`src/rtl/float_to_fix_pkg.sv`:
```
// Shared float definitions: IEEE-754 single field layout, value classes and
// the stage records used by the float-to-fixed pipeline.
package float_pkg;
  localparam int EXP_W    = 8;
  localparam int MANT_W   = 23;
  localparam int EXP_BIAS = 127;
  localparam int FIX_W    = 32;
  localparam int MAG_W    = 56;
  localparam int SH_W     = 10;
  localparam int STAGES   = 3;

  typedef enum logic [1:0] {ZERO, NORMAL, INF, NAN} fclass_t;

  typedef struct packed {
    logic            sign;
    logic [MANT_W:0] mant;
    logic [SH_W-1:0] sh;
    fclass_t         cls;
  } s1_t;

  typedef struct packed {
    logic             sign;
    logic [MAG_W-1:0] mag;
    logic             ovf;
    fclass_t          cls;
  } s2_t;

  function automatic logic f_sign(input logic [31:0] f);
    return f[31];
  endfunction

  function automatic logic [EXP_W-1:0] f_exp(input logic [31:0] f);
    return f[30:23];
  endfunction

  function automatic logic [MANT_W-1:0] f_frac(input logic [31:0] f);
    return f[22:0];
  endfunction
endpackage

```
`src/rtl/float_to_fix_if.sv`:
```
// Streaming float-in / fixed-out bus; master drives floats, slave returns results.
interface float_to_fix_if;
  import float_pkg::*;
  logic             in_valid;
  logic [31:0]      in_float;
  logic             out_valid;
  logic [FIX_W-1:0] out_fix;
  logic             out_ovf;
  logic             out_nan;

  modport master (output in_valid, in_float, input out_valid, out_fix, out_ovf, out_nan);
  modport slave  (input in_valid, in_float, output out_valid, out_fix, out_ovf, out_nan);
endinterface

```
`src/rtl/float_to_fix_shift.sv`:
```
// Bidirectional barrel shifter: left for sh >= 0, truncating right for sh < 0.
module fix_shift
  import float_pkg::*;
(
  input  logic [MANT_W:0]        mant,
  input  logic signed [SH_W-1:0] sh,
  output logic [MAG_W-1:0]       mag,
  output logic                   ovf
);
  logic [SH_W-1:0] rsh;

  always_comb begin
    mag = '0;
    ovf = 1'b0;
    rsh = SH_W'(-sh);
    if (!sh[SH_W-1]) begin
      // Beyond 31 the result cannot fit in 32 bits whatever the mantissa.
      if (sh > 10'sd31) ovf = 1'b1;
      else              mag = MAG_W'(mant) << sh[4:0];
    end else if (rsh < 10'd24) begin
      mag = MAG_W'(mant >> rsh[4:0]);
    end
  end
endmodule

```
`src/rtl/float_to_fix.sv`:
```
// IEEE-754 single to signed 32-bit fixed point (FRAC_BITS fraction bits).
// Input register, then unpack, shift and saturate stages; no backpressure.
module float_to_fix
  import float_pkg::*;
#(
  parameter int FRAC_BITS = 16
)(
  input logic           MAIN_CLK,
  input logic           RST,
  float_to_fix_if.slave bus
);
  localparam logic [MAG_W-1:0] MAG_LIM = 56'h8000_0000;
  localparam logic [FIX_W-1:0] FIX_MAX = 32'h7FFF_FFFF;
  localparam logic [FIX_W-1:0] FIX_MIN = 32'h8000_0000;

  logic [STAGES:0]  vld_pipe;
  logic [31:0]      in_r;
  s1_t              s1_d, s1_q;
  s2_t              s2_d, s2_q;
  logic [MAG_W-1:0] sh_mag;
  logic             sh_ovf;
  logic [FIX_W-1:0] fix_d, fix_q;
  logic             ovf_d, ovf_q, nan_d, nan_q;

  always_ff @(posedge MAIN_CLK) begin
    if (RST) vld_pipe <= '0;
    else     vld_pipe <= {vld_pipe[STAGES-1:0], bus.in_valid};
  end

  always_ff @(posedge MAIN_CLK) begin
    in_r <= bus.in_float;
    s1_q <= s1_d;
    s2_q <= s2_d;
  end

  // Unpack/classify; denormals flush to zero.
  always_comb begin
    s1_d.sign = f_sign(in_r);
    s1_d.mant = {1'b1, f_frac(in_r)};
    s1_d.sh   = SH_W'(int'(f_exp(in_r)) - EXP_BIAS - MANT_W + FRAC_BITS);
    if (f_exp(in_r) == '0)            s1_d.cls = ZERO;
    else if (f_exp(in_r) != '1)       s1_d.cls = NORMAL;
    else if (f_frac(in_r) == '0)      s1_d.cls = INF;
    else                              s1_d.cls = NAN;
  end

  fix_shift u_shift (
    .mant (s1_q.mant),
    .sh   ($signed(s1_q.sh)),
    .mag  (sh_mag),
    .ovf  (sh_ovf)
  );

  always_comb s2_d = '{sign: s1_q.sign, mag: sh_mag, ovf: sh_ovf, cls: s1_q.cls};

  // Negative side reaches one further: exactly 2^31 maps to FIX_MIN unflagged.
  always_comb begin
    fix_d = '0;
    ovf_d = 1'b0;
    nan_d = 1'b0;
    unique case (s2_q.cls)
      NAN: nan_d = 1'b1;
      INF: begin
        ovf_d = 1'b1;
        fix_d = s2_q.sign ? FIX_MIN : FIX_MAX;
      end
      NORMAL: begin
        if (!s2_q.sign) begin
          if (s2_q.ovf || s2_q.mag >= MAG_LIM) begin
            ovf_d = 1'b1;
            fix_d = FIX_MAX;
          end else fix_d = s2_q.mag[FIX_W-1:0];
        end else begin
          if (s2_q.ovf || s2_q.mag > MAG_LIM) begin
            ovf_d = 1'b1;
            fix_d = FIX_MIN;
          end else fix_d = -s2_q.mag[FIX_W-1:0];
        end
      end
      default: ;
    endcase
  end

  always_ff @(posedge MAIN_CLK) begin
    if (RST || !vld_pipe[STAGES-1]) begin
      fix_q <= '0;
      ovf_q <= 1'b0;
      nan_q <= 1'b0;
    end else begin
      fix_q <= fix_d;
      ovf_q <= ovf_d;
      nan_q <= nan_d;
    end
  end

  assign bus.out_valid = vld_pipe[STAGES];
  assign bus.out_fix   = fix_q;
  assign bus.out_ovf   = ovf_q;
  assign bus.out_nan   = nan_q;
endmodule

```
`src/flat_wrapper.sv`:
```
// flat-port wrapper written by rule: the top's interface ports become plain ports
module float_to_fix_flat import float_pkg::*;
#(
  parameter int FRAC_BITS = 16
)
  (MAIN_CLK, RST, bus_in_valid, bus_in_float, bus_out_valid, bus_out_fix, bus_out_ovf, bus_out_nan);
  float_to_fix_if bus_i ();
  input logic MAIN_CLK;
  input logic RST;
  input wire logic [$bits(bus_i.in_valid)-1:0] bus_in_valid;
  input wire logic [$bits(bus_i.in_float)-1:0] bus_in_float;
  output wire logic [$bits(bus_i.out_valid)-1:0] bus_out_valid;
  output wire logic [$bits(bus_i.out_fix)-1:0] bus_out_fix;
  output wire logic [$bits(bus_i.out_ovf)-1:0] bus_out_ovf;
  output wire logic [$bits(bus_i.out_nan)-1:0] bus_out_nan;
  assign bus_i.in_valid = bus_in_valid;
  assign bus_i.in_float = bus_in_float;
  assign bus_out_valid = bus_i.out_valid;
  assign bus_out_fix = bus_i.out_fix;
  assign bus_out_ovf = bus_i.out_ovf;
  assign bus_out_nan = bus_i.out_nan;
  float_to_fix #(.FRAC_BITS(FRAC_BITS)) u_core (.MAIN_CLK(MAIN_CLK), .RST(RST), .bus(bus_i));
endmodule
```
`config.mk`:
```
export PLATFORM = sky130hd
export DESIGN_NAME = float_to_fix_flat
export DESIGN_NICKNAME = d
export VERILOG_FILES = /design/src/rtl/float_to_fix_pkg.sv /design/src/rtl/float_to_fix_if.sv /design/src/rtl/float_to_fix_shift.sv /design/src/rtl/float_to_fix.sv /design/src/flat_wrapper.sv
export SDC_FILE = /design/constraint.sdc
export NUM_CORES = 1
export LEC_CHECK = 0
export ABC_AREA = 1
export BUFFER_PORTS_ARGS = -buffer_cell sky130_fd_sc_hd__buf_2
export CAP_MARGIN = 20
export CORE_MARGIN = 4
export CORE_UTILIZATION = 60
export DETAILED_ROUTE_END_ITERATION = 7
export GPL_TIMING_DRIVEN = 0
export MAX_ROUTING_LAYER = met4
export PLACE_DENSITY_LB_ADDON = 0.05
export SYNTH_ARGS = -nofsm -noshare
export SYNTH_HDL_FRONTEND = slang
export SYNTH_SLANG_ARGS = --single-unit
```
`constraint.sdc`:
```
create_clock -name MAIN_CLK -period 3.3 [get_ports MAIN_CLK]
set_clock_uncertainty 0.05 [all_clocks]
set_input_delay 0.165 -clock MAIN_CLK [delete_from_list [all_inputs] [get_ports MAIN_CLK]]
set_output_delay 0.165 -clock MAIN_CLK [all_outputs]
set_load 0.03 [all_outputs]
```
* After elaboration in Yosys (flattened, before gate mapping)
Cells that the tools add are included.
Word-level totals: register bits 166, input port bits 35, output and inout bits 35, word-level logic and storage cells 52
Cells by class: add/sub/neg operators 5, order comparisons 4, eq/ne operators 4, shifts and indexed selects 2, muxes and demuxes 16, reduce and logical (&&, ||, !) cells 7
Operator list (count):
- 56-bit 2-to-1 mux | 3
- 32-bit 2-to-1 mux | 4
- 32-bit case mux with 2 select lines | 1
- 56-bit by 32-bit greater-or-equal comparator with 1-bit output (second input constant) | 1
- 56-bit by 32-bit > comparator with 1-bit output (second input constant) | 1
- 24-bit by 5-bit left shift with 56-bit output | 1
- 24-bit by 5-bit right shift with 56-bit output | 1
- 32-bit negation | 1
- 23-bit logical NOT | 1
- 10-bit by 6-bit adder with 10-bit output (second input constant) | 1
- 10-bit by 6-bit > comparator with 1-bit output (second input constant) | 1
- 10-bit by 5-bit less-than comparator with 1-bit output (second input constant) | 1
- 10-bit negation | 1
- 10-bit by 6-bit subtractor with 10-bit output (second input constant) | 1
- 8-bit by 7-bit subtractor with 9-bit output (second input constant) | 1
- 8-bit logical NOT | 1
- 8-bit != test (second input constant) | 1
- 1-bit 2-to-1 mux | 7
- 2-bit == test (second input constant) | 2
- 1-bit logical OR | 3
- 2-bit by 1-bit == test with 1-bit output (second input constant) | 1
- 1-bit case mux with 2 select lines | 1
- 2-bit OR reduction | 1
- 1-bit logical NOT | 1

* Depth between registers and ports, before layout
depth in word-level cells 5, gate-level depth with buffers 15, gate-level depth less buffers 13

* Modules after synthesis
A second synthesis with hierarchy kept.
Second synthesis, totals: cells, all modules 1329, area total of the unflattened synthesis 8763.4 µm²
By module, submodules not included:
- float_to_fix | instances 1, cells each 638, area an instance 5624.1 µm², sequential area each 3323.2 µm²
- fix_shift | instances 1, cells each 691, area an instance 3139.3 µm², sequential area each 0.0 µm²

* Worst setup path after synthesis
OpenSTA, ideal clock, no wires.
path kind reg-to-reg, start register u_core.s1_q[3] in the netlist's numbering, end register u_core.s2_q[9] in the netlist's numbering, library setup time 0.128 ns, arrival time 2.209 ns, data required time 3.122 ns, setup slack 0.913 ns, cell stages (with the launch flop) 15, path buffers 4, clock period less this slack 2.387 ns, cells stage by stage dfxtp_1 inv_1 buf_2 buf_2 ha_1 ha_1 buf_2 clkinv_1 clkbuf_1 nand2_1 nand3_1 o21ai_0 nand2_1 nand3_1 o21ai_1
On the way: word-level cells in the longest chain between the ends 4, elaborated cells on any way between the ends 8, those cells by class add/sub (1); order compare (2); shift (2); mux (3)
RTL lines:
- start: declaration | line float_to_fix.sv:18 | s1_t s1_d, s1_q;
- start signal: assignment | line float_to_fix.sv:32 | s1_q <= s1_d;
- 10-bit negation | line float_to_fix_shift.sv:15 | rsh = SH_W'(-sh);
- 10-bit by 5-bit less-than comparator with 1-bit output / 24-bit by 5-bit right shift with 56-bit output (equally long branches) | line float_to_fix_shift.sv:20, float_to_fix_shift.sv:21
- 56-bit 2-to-1 mux | line float_to_fix_shift.sv:20 | end else if (rsh < 10'd24) begin
- 56-bit 2-to-1 mux (*) | line float_to_fix_shift.sv:16 | if (!sh[SH_W-1]) begin
- net u_core.sh_mag[6] | line float_to_fix.sv:20 | logic [MAG_W-1:0] sh_mag;
- end signal: assignment | line float_to_fix.sv:33 | s2_q <= s2_d;
- end: declaration | line float_to_fix.sv:19 | s2_t s2_d, s2_q;
Mark *: on every way through the listed nets, which the timed path passes. The rest lies on a longest branch. A chain may end at the register's enable or synchronous reset.

* Final worst setup path
start register u_core.s1_q[2] in the netlist's numbering, end register u_core.s2_q[9] in the netlist's numbering
Same word-level chain as after synthesis.

==> run metrics <==
status completed; FFs w/ async S/R, synth 0%; Finish-stage setup viols 0; initial detailed-routing violation count 908; final worst-path cycle share 92.1%; Final nets 1428; worst vdd ir 454 uV; Total Routing Usage GR 33.8%; DRT Pass-1 Iters 7; Final Max Tran Viols 0; Worst-path clk slew 0.07 ns; YS warnings 0; Final Hold Vio Count 0; commonest cells in the synthesized netlist nand2_1 (355), nor2_1 (169), dfxtp_1 (165); CTS Root Cell clkbuf_16; proportion of layout cells with a drive suffix above 1 10.9%; final core utilization 73.3%; Skew-Pair Late Insertion Delay 0.43 ns; uppermost layer routed met4; RSZ-0062 raised after global routing false; CP Cell Sequence buf_6 -> inv_4 -> buf_4 -> ha_1 -> ha_1 -> buf_2 -> clkinv_1 -> clkbuf_1 -> nand2_1 -> nand3_1 -> o21ai_0 -> nand2_1 -> nand3_1 -> o21ai_1; HP Class flip-flop to flip-flop; MaxCap Viol Count 0; Pleak 4.75 nW; relative slew slack 47.2%; WP data required 3.55 ns; Cell variety after synth 43; startpoint types flip-flop; vias in the first global route 8469; CTS sink count 165; pwr/cell area 559 nW/um^2; Setup TNS Final 0 ns; Cell Rows 42; Top FF cell, synth dfxtp_1; Post-synth EDFFs 0; fmax 329 MHz; Worst EP arrival 3.29 ns; met3 routed WL 2240 um; area leader, netlist dfxtp_1; Slew @ Worst Pin 0.785 ns; wire length on met1 10700 um; critical path type flip-flop to flip-flop; sequential-to-total area share from yosys stat 39.4%; dominant cells by area after synthesis dfxtp_1 (39%), nand2_1 (16%), nor2_1 (7.6%), o21ai_0 (7.0%), nand3_1 (4.8%); Die Area 15900 um^2; Fillers 1112; post-route cell area 9860 um^2; htree depth 4; initial core utilization 62.4%; dpl cells 1505; I/O pins 70; DP HPWL 19400 um; post-synthesis average cell area 6.66 um^2; DRC Markers 0; synthesized instance count 1260; cell area after synthesis 8390 um^2; Core Footprint 13500 um^2; drt via density 5.74; Top delay family on crit path buffers and inverters; routability congestion estimate 1.02; P&R area growth vs syn 17.4%; crit-path max FO 10; minimum clock period 3.04 ns; DR WL/cell 16.6 um; Post-DP Area 8960 um^2; met2 WL 12300 um; most common cell in the netlist nand2_1; via count 9020; post-synth top area share 39.4%; total routed wirelength 26100 um; Cell Count, Final, Fillers Out 1572; slowest CP cell dfxtp_1; CTS tree done; Die Ht 126 um; Mapped Nets 1305; critical path endpoint category flip-flop; IO Port Bufs 69; Chip Width 126 um; number of synthesized register bits 165; slowest stage delay, CP 0.43 ns; gr ovfl total 0; antenna violation net count after detailed routing 0; clk buf depth 2; largest net degree at the start of global routing 17; CP Buf/Inv Count 6; initial antenna violation count 1; CTS Buf Count 17; first-pass GRT wire length 41800 um
logic make-up after synthesis:
kind of cell               count (synthesis)  synth area share (%)
muxes                                     12                  1.43
buffers and inverters                    150                  7.75
adders and majority gates                 10                  1.49
AOI/OAI and AO/OA                        223                  13.9
DFF                                      165                  39.4
and+or+nand+nor                          684                  34.4
xor gates and xnor gates                  16                  1.67
per-layer routing:
metal / GRT usage [%] / vias up
met5: - / -
met4: 13.8 / 0
met3: 5.21 / 81
met2: 55.1 / 485
met1: 42.1 / 4101
li1: - / 4353
cell type report:
class / instances / area [um^2] / share of cell area, %
Multi-Input combinational cell: 945 / 4440 / 45.1
Sequential cell: 165 / 3300 / 33.5
Timing Repair Buffer: 104 / 696 / 7.06
Clock buffer: 19 / 443 / 4.49
Inverter: 88 / 333 / 3.38
Buffer: 62 / 318 / 3.22
Tap cell: 176 / 220 / 2.23
Clock inverter: 12 / 98.8 / 1.00
Antenna cell: 1 / 2.50 / 0.0254
through the flow:
| stage | power (mW) | setup slack [ns] | hold slack, ns |
|---|---|---|---|
| finish | 5.51 | 0.260 | 0.285 |
| global route | 5.78 | 0.119 | 0.294 |
| CTS | 5.46 | 0.196 | 0.281 |
| detailed placement | 3.61 | 0.221 | 0.219 |
| global placement | 3.60 | 0.259 | 0.217 |
| floorplan | 3.22 | 0.913 | 0.143 |
flip-flops by register name, summed over array words and instances, names as in the netlist:
signal              flops
u_core.bus.out_fix     32
u_core.bus.out_nan      1
u_core.bus.out_ovf      1
u_core.in_r            32
u_core.s1_q            36
u_core.s2_q            59
u_core.vld_pipe         4
repair_timing:
item                                   4_1_cts  5_1_grt
setup endpoints to repair                    0        1
resized for setup                            0        1
buffers inserted                             0        0
endpoints found under the hold margin       37        0
hold buffers                                35        0
final timing paths:
path	from	to	slack, ns	depth (start not counted)
worst max-delay path	u_core.s1_q[2]$_DFF_P_	u_core.s2_q[9]$_DFF_P_	0.26	14
worst max register to register	u_core.s1_q[2]$_DFF_P_	u_core.s2_q[9]$_DFF_P_	0.26	14
worst min register to register	u_core.in_r[31]$_DFF_P_	u_core.s1_q[36]$_DFF_P_	0.29	0
worst min-delay path	u_core.in_r[31]$_DFF_P_	u_core.s1_q[36]$_DFF_P_	0.29	0
worst reg2reg max path, delay by kind of cell, from the launching register on:
family / cells / cell delay (ns)
flops: 1 / 0.43
buf+inv: 6 / 1.23
compound gates: 2 / 0.20
simple gates: 4 / 0.42
fa+ha+maj: 2 / 0.58
where the power goes:
part / internal [mW] / switching, mW
sequential: 2.07 / 0.0620
clock: 0.993 / 0.846
combinational: 0.505 / 1.04
total: 3.56 / 1.95
placed cells by master, fill, tap and decap left out, types with 3 or more instances in the layout:
cell and count:
clkinv_4 4, or2_1 3, or2_2 10, buf_1 4
nand2_1 355, buf_2 83, o211ai_1 6, dlygate4sd3_1 35
a21oi_1 57, o21ai_0 118, nor2_1 169, clkinv_1 3
dfxtp_1 164, clkbuf_1 33, xor2_1 13, buf_6 6
nor4_1 6, ha_1 10, nor3_1 6, nand4_1 21
o21bai_1 3, o21ai_1 25, xnor2_1 3, clkbuf_16 17
mux2i_1 12, nor2_2 5, inv_1 82, nand3b_1 13
nand2_2 4, buf_4 6, nand3_1 81, o22ai_1 8
inv_6 4
Note: power is estimated with default switching activity, not from simulation.
